### src/rtl/decode_stage.sv
// rtl/decode_stage.sv - single-cycle instruction decoder with register file and operand read.
// Optional feature: define DECODE_WB_BYPASS_EN to forward same-cycle writeback data to operand reads.
module decode_stage #(
    parameter int DATA_W = 32,
    parameter int NREGS  = 32
) (
    input  logic              clk,
    input  logic              rst_n,
    input  logic              in_valid,
    output logic              in_ready,
    input  logic [31:0]       instruction,
    input  logic              wb_en,
    input  logic [4:0]        wb_addr,
    input  logic [DATA_W-1:0] wb_data,
    output logic              out_valid,
    input  logic              out_ready,
    output logic [5:0]        opcode,
    output logic [4:0]        rs,
    output logic [4:0]        rt,
    output logic [4:0]        rd,
    output logic [4:0]        sa,
    output logic [5:0]        funct,
    output logic [15:0]       imm,
    output logic [DATA_W-1:0] imm_ext,
    output logic [25:0]       jaddr,
    output logic [1:0]        itype,
    output logic [DATA_W-1:0] rs_val,
    output logic [DATA_W-1:0] rt_val,
    output logic              halted
);

    localparam int          AW      = (NREGS > 1) ? $clog2(NREGS) : 1;
    localparam logic [31:0] NREGS_U = 32'(NREGS);

    typedef enum logic [1:0] {
        IT_R    = 2'd0,
        IT_J    = 2'd1,
        IT_HALT = 2'd2,
        IT_I    = 2'd3
    } itype_e;

    logic [DATA_W-1:0] regs [NREGS];
    logic              accept;
    logic              wb_ok;

    itype_e            d_itype;
    logic [4:0]        d_rs, d_rt, d_rd, d_sa;
    logic [5:0]        d_funct;
    logic [15:0]       d_imm;
    logic [DATA_W-1:0] d_imm_ext;
    logic [25:0]       d_jaddr;
    logic [DATA_W-1:0] d_rs_val, d_rt_val;
    logic [5:0]        f_op;

    assign in_ready = !halted && (!out_valid || out_ready);
    assign accept   = in_valid && in_ready;
    assign wb_ok    = wb_en && (wb_addr != 5'd0) && ({27'd0, wb_addr} < NREGS_U);
    assign f_op     = instruction[31:26];

    // r0 and out-of-range indices read as zero; bypass only matters for a real write.
    function automatic logic [DATA_W-1:0] rf_read(input logic [4:0] idx);
        logic [DATA_W-1:0] v;
        v = '0;
        if (idx != 5'd0 && {27'd0, idx} < NREGS_U) begin
            v = regs[idx[AW-1:0]];
`ifdef DECODE_WB_BYPASS_EN
            if (wb_ok && wb_addr == idx) begin
                v = wb_data;
            end
`endif
        end
        return v;
    endfunction

    always_comb begin
        d_itype   = IT_I;
        d_rs      = '0;
        d_rt      = '0;
        d_rd      = '0;
        d_sa      = '0;
        d_funct   = '0;
        d_imm     = '0;
        d_imm_ext = '0;
        d_jaddr   = '0;
        d_rs_val  = '0;
        d_rt_val  = '0;
        case (f_op)
            6'h00: begin
                d_itype  = IT_R;
                d_rs     = instruction[25:21];
                d_rt     = instruction[20:16];
                d_rd     = instruction[15:11];
                d_sa     = instruction[10:6];
                d_funct  = instruction[5:0];
                d_rs_val = rf_read(instruction[25:21]);
                d_rt_val = rf_read(instruction[20:16]);
            end
            6'h02: begin
                d_itype = IT_J;
                d_jaddr = instruction[25:0];
            end
            6'h3F: begin
                d_itype = IT_HALT;
            end
            default: begin
                d_itype  = IT_I;
                d_rs     = instruction[25:21];
                d_rt     = instruction[20:16];
                d_imm    = instruction[15:0];
                // Logical immediates (0x0C/0x0D) zero-extend; all others sign-extend.
                if (f_op == 6'h0C || f_op == 6'h0D) begin
                    d_imm_ext = DATA_W'(instruction[15:0]);
                end else begin
                    d_imm_ext = DATA_W'(signed'(instruction[15:0]));
                end
                d_rs_val = rf_read(instruction[25:21]);
                d_rt_val = rf_read(instruction[20:16]);
            end
        endcase
    end

    always_ff @(posedge clk or negedge rst_n) begin
        if (!rst_n) begin
            out_valid <= 1'b0;
            halted    <= 1'b0;
            opcode    <= '0;
            rs        <= '0;
            rt        <= '0;
            rd        <= '0;
            sa        <= '0;
            funct     <= '0;
            imm       <= '0;
            imm_ext   <= '0;
            jaddr     <= '0;
            itype     <= '0;
            rs_val    <= '0;
            rt_val    <= '0;
        end else begin
            if (accept) begin
                out_valid <= 1'b1;
                opcode    <= f_op;
                rs        <= d_rs;
                rt        <= d_rt;
                rd        <= d_rd;
                sa        <= d_sa;
                funct     <= d_funct;
                imm       <= d_imm;
                imm_ext   <= d_imm_ext;
                jaddr     <= d_jaddr;
                itype     <= d_itype;
                rs_val    <= d_rs_val;
                rt_val    <= d_rt_val;
                if (d_itype == IT_HALT) begin
                    halted <= 1'b1;
                end
            end else if (out_ready) begin
                out_valid <= 1'b0;
            end
        end
    end

    // Writeback is independent of the handshake and of halt.
    always_ff @(posedge clk or negedge rst_n) begin
        if (!rst_n) begin
            for (int i = 0; i < NREGS; i++) begin
                regs[i] <= '0;
            end
        end else if (wb_ok) begin
            regs[wb_addr[AW-1:0]] <= wb_data;
        end
    end

endmodule

### config.mk
export PLATFORM = sky130hd
export DESIGN_NAME = decode_stage
export DESIGN_NICKNAME = d
export VERILOG_FILES = /design/src/rtl/decode_stage.sv
export SDC_FILE = /design/constraint.sdc
export NUM_CORES = 2
export LEC_CHECK = 0
export ABC_AREA = 1
export CAP_MARGIN = 10
export CORE_MARGIN = 1
export CORE_UTILIZATION = 35
export CTS_BUF_LIST = sky130_fd_sc_hd__clkbuf_16
export DETAILED_ROUTE_END_ITERATION = 10
export SYNTH_ARGS = -nofsm -noshare
export SYNTH_HDL_FRONTEND = slang
export SYNTH_SLANG_ARGS = --single-unit
### constraint.sdc
create_clock -name clk -period 1.4 [get_ports clk]
set_input_delay 0.21 -clock clk [delete_from_list [all_inputs] [get_ports clk]]
set_output_delay 0.21 -clock clk [all_outputs]
set_load 0.05 [all_outputs]
==> metrics.cfg <==
[outcome]
outcome = finished with violations
violations = negative setup slack

[yosys]
syn_avg_cell_area_um2 = 7.33
syn_nets = 8520
synth_seq_area_share_pct = 47.2
yosysWarnings = 0
synth_area_leader_cell = dfrtp_1
ys_seq_elements = 1167
ys_types = 24
synth.top_cell.area_share_pct = 47.2
syn_inst = 8446
synth_area_leaders = dfrtp_1 47%, nand2_1 16%, o21ai_0 11%
syn_area_um2 = 61900

[setup_path]
endpoint_kind = primary output
required_ns = 1.19
worst_setup_path_start_kind = flop
crit_type = reg -> out
cp.arrival_ns = 1.74
slowest_stage = dfrtp_2
slowest_delay_ns = 0.41
worstPathCellList = inv_2 -> nor2_2 -> nor2_4 -> buf_6 -> buf_12
critPathMaxFanout = 2

[layout]
fin_nets = 8933
multi_input_area_um2 = 28300
areaGrowthSynthToFinish_pct = 30.5
drive_gt1_share_pct = 17.3
seqCellArea_um2 = 29300
nFillCells = 16700

[clock_tree]
clock_sinks = 1167
clock_path_buffers = 3
clkLatencyLatePin_ns = 0.78
cts-root-buf = clkbuf_16
cts_made_buffers = 134
clk_pin_slew_ns = 0.06
htree_num_levels = 4
cts_tree = built

[routing]
dr.max_layer_used = met5
first_iter_violations = 7968
drc = 0
wl_met3_um = 22700
wl_um = 256000
wire_per_inst_um = 22.6
antenna_left = 0
drt-pass1-iter-count = 6
drt-met1-wl_um = 102000
vias = 62900
route.met2.wl_um = 114000
via_per_inst = 5.57

[sta]
setup_ws_ns = -0.546
setup_tns_ns = -87.66
period_minus_slack_ns = 1.95
fmax_ghz = 0.514
tightest_slew_ns = 0.625
timing.final.crit_share_pct = 139
rsz0062_at_grt = yes
hold_slack_ns = 0.0404
maxSlewViolCount = 0
setup_violations = 318
fin_skew_ns = 0.0336
maxSlewHeadroom_pct = 58.3
finalHoldViolCount = 0

[floorplanning]
rows = 153
die_h_um = 423
core_um2 = 175000
die_w_um = 423
io_pins = 249
die-area_um2 = 179000
start_util_pct = 35.4

[placement]
hpwl_um = 168000
gp_congestion = 0.922
io_buffers = 248

[global_route]
grt_max_degree = 103
grt-ovfl-total = 0
grt_pass1_vias = 60300
antenna_found_initial = 2
grt_pass1_wl_um = 384000
grt_use_total_pct = 28.1

[worst_hold_path]
hold_class = in -> reg

[power_and_ir_drop]
p_int_w = 0.0716
seqPwrFrac_pct = 41.4
peakVddDrop_v = 0.00137
sw_frac_of_total_pct = 33.7
power.leakage_nw = 37.6
p_sw_w = 0.0364
power_frac_clock_pct = 32.6
power_frac_comb_pct = 26.0
pwr_density_cell_nw_per_um2 = 1340

[job]
drv_cap = 0

[worst paths after layout]
path,start,end,slack (ns),cells past startpoint
max in group asynchronous,rst_n,sa[2],0.58,4
hold reg to reg,regs[1015],regs[1015],0.39,0
min in group asynchronous,rst_n,regs[269],0.09,3
setup reg to reg,out_valid,rt_val[18],-0.49,15
setup / recovery,out_valid,in_ready,-0.55,5
hold / removal,instruction[24],rs[3],0.04,4
[layout by cell type, fill, tap and decap left out, types with 3 or more instances in the layout]
| cell | synthesis | layout |
|---|---|---|
| a21oi_1 | 307 | 306 |
| buf_12 | 0 | 402 |
| buf_16 | 0 | 17 |
| buf_2 | 140 | 3 |
| buf_4 | 31 | 535 |
| buf_6 | 0 | 16 |
| buf_8 | 0 | 10 |
| bufinv_16 | 0 | 9 |
| clkbuf_16 | 0 | 141 |
| clkdlybuf4s50_1 | 0 | 62 |
| clkinv_1 | 3 | 31 |
| clkinv_2 | 0 | 25 |
| clkinv_4 | 0 | 3 |
| clkinv_8 | 0 | 4 |
| clkinvlp_4 | 0 | 6 |
| dfrtp_1 | 1167 | 1074 |
| dfrtp_2 | 0 | 93 |
| inv_1 | 619 | 639 |
| inv_2 | 2 | 3 |
| inv_4 | 0 | 3 |
| inv_6 | 0 | 7 |
| nand2_1 | 2640 | 2501 |
| nand2_2 | 4 | 85 |
| nand2_4 | 0 | 57 |
| nand3_1 | 859 | 827 |
| nand3_2 | 0 | 25 |
| nand3_4 | 0 | 7 |
| nor2_1 | 231 | 213 |
| nor2_2 | 4 | 11 |
| nor2_4 | 0 | 11 |
| nor3_1 | 12 | 11 |
| o211ai_1 | 495 | 495 |
| o21ai_0 | 1303 | 1231 |
| o21ai_1 | 0 | 25 |
| o21ai_2 | 0 | 46 |
| or2_2 | 23 | 22 |
[per-layer routing]
metal,track usage (%),vias to the layer above
met5,0.457,-
met3,4.51,676
met4,16.5,2
met1,36.9,30400
met2,43.6,3237
li1,-,28600
[what timing repair did]
item,in CTS,in global routing
hold buffers,1,0
cloned,23,1
setup endpoints to repair,312,317
pin swaps,34,40
hold endpoints to repair,1167,0
setup buffers,56,65
resized for setup,282,236
[synth_stat cells (all sizes together)]
library cell,number
nand2,2644
o21ai,1303
dfrtp,1167
nand3,859
inv,621
clkbuf,534
o211ai,495
a21oi,307
buf,236
nor2,235
or2,23
nor3,12
clkinv,3
nand4,2
a2bb2oi,1
nor3b,1
nor4,1
o21bai,1
o31ai,1
[sequential cells by signal (all words and copies together) (netlist names)]
signal / cells
out_valid: 1
rd: 5
funct: 6
halted: 1
rs_val: 32
rt_val: 32
imm: 15
jaddr: 26
imm_ext: 2
opcode: 6
regs: 1024
itype: 2
sa: 5
rt: 5
rs: 5
[layout make-up]
cell class / instances / share of cell area, %
diodes: 1 / 0.00310
clock buffers: 141 / 4.37
well taps: 2325 / 3.60
flip-flops and latches: 1167 / 36.3
inverters: 624 / 2.94
clock inverters: 108 / 0.974
repair buffers: 1046 / 16.7
multi-input cells: 5886 / 35.1
[logic make-up (layout without fill, tap and decap cells)]
group | after synthesis | count (layout) | synth area share, %
other cells | 0 | 1 | 0
compound gates | 2108 | 2108 | 19.1
flops | 1167 | 1167 | 47.2
buf+inv | 1394 | 1919 | 8.93
simple gates | 3777 | 3778 | 24.8
[power by group through the flow]
stage               clock [W]  sequential (W)  combinational, W
finish                 0.0352          0.0447            0.0281
global route           0.0370          0.0453            0.0308
global placement            0          0.0448            0.0253
CTS                    0.0356          0.0445            0.0274
detailed placement          0          0.0449            0.0259
floorplan                   0          0.0453            0.0135
[worst max-delay path: cells and delay by family, from the launching register on]
family,cells,cell delay [ns]
DFF,1,0.41
buffers and inverters,3,0.32
and+or+nand+nor,2,0.22
[metrics by stage]
step | instance area (um^2) | util (%) | total power [W] | setup slack, ns | instances
2_1_floorplan | 62100 | - | 0.0588 | -0.430 | 8446
3_3_place_gp | 73700 | 42.2 | 0.0701 | -0.675 | 10900
6_report | 80800 | 46.2 | 0.108 | -0.546 | 11300
4_1_cts | 79800 | 45.7 | 0.108 | -0.555 | 11200
3_5_place_dp | 73700 | 42.2 | 0.0708 | -0.701 | 10900
5_1_grt | 80800 | 46.2 | 0.113 | -0.588 | 11300
Note: power is estimated with default switching activity, not from simulation.
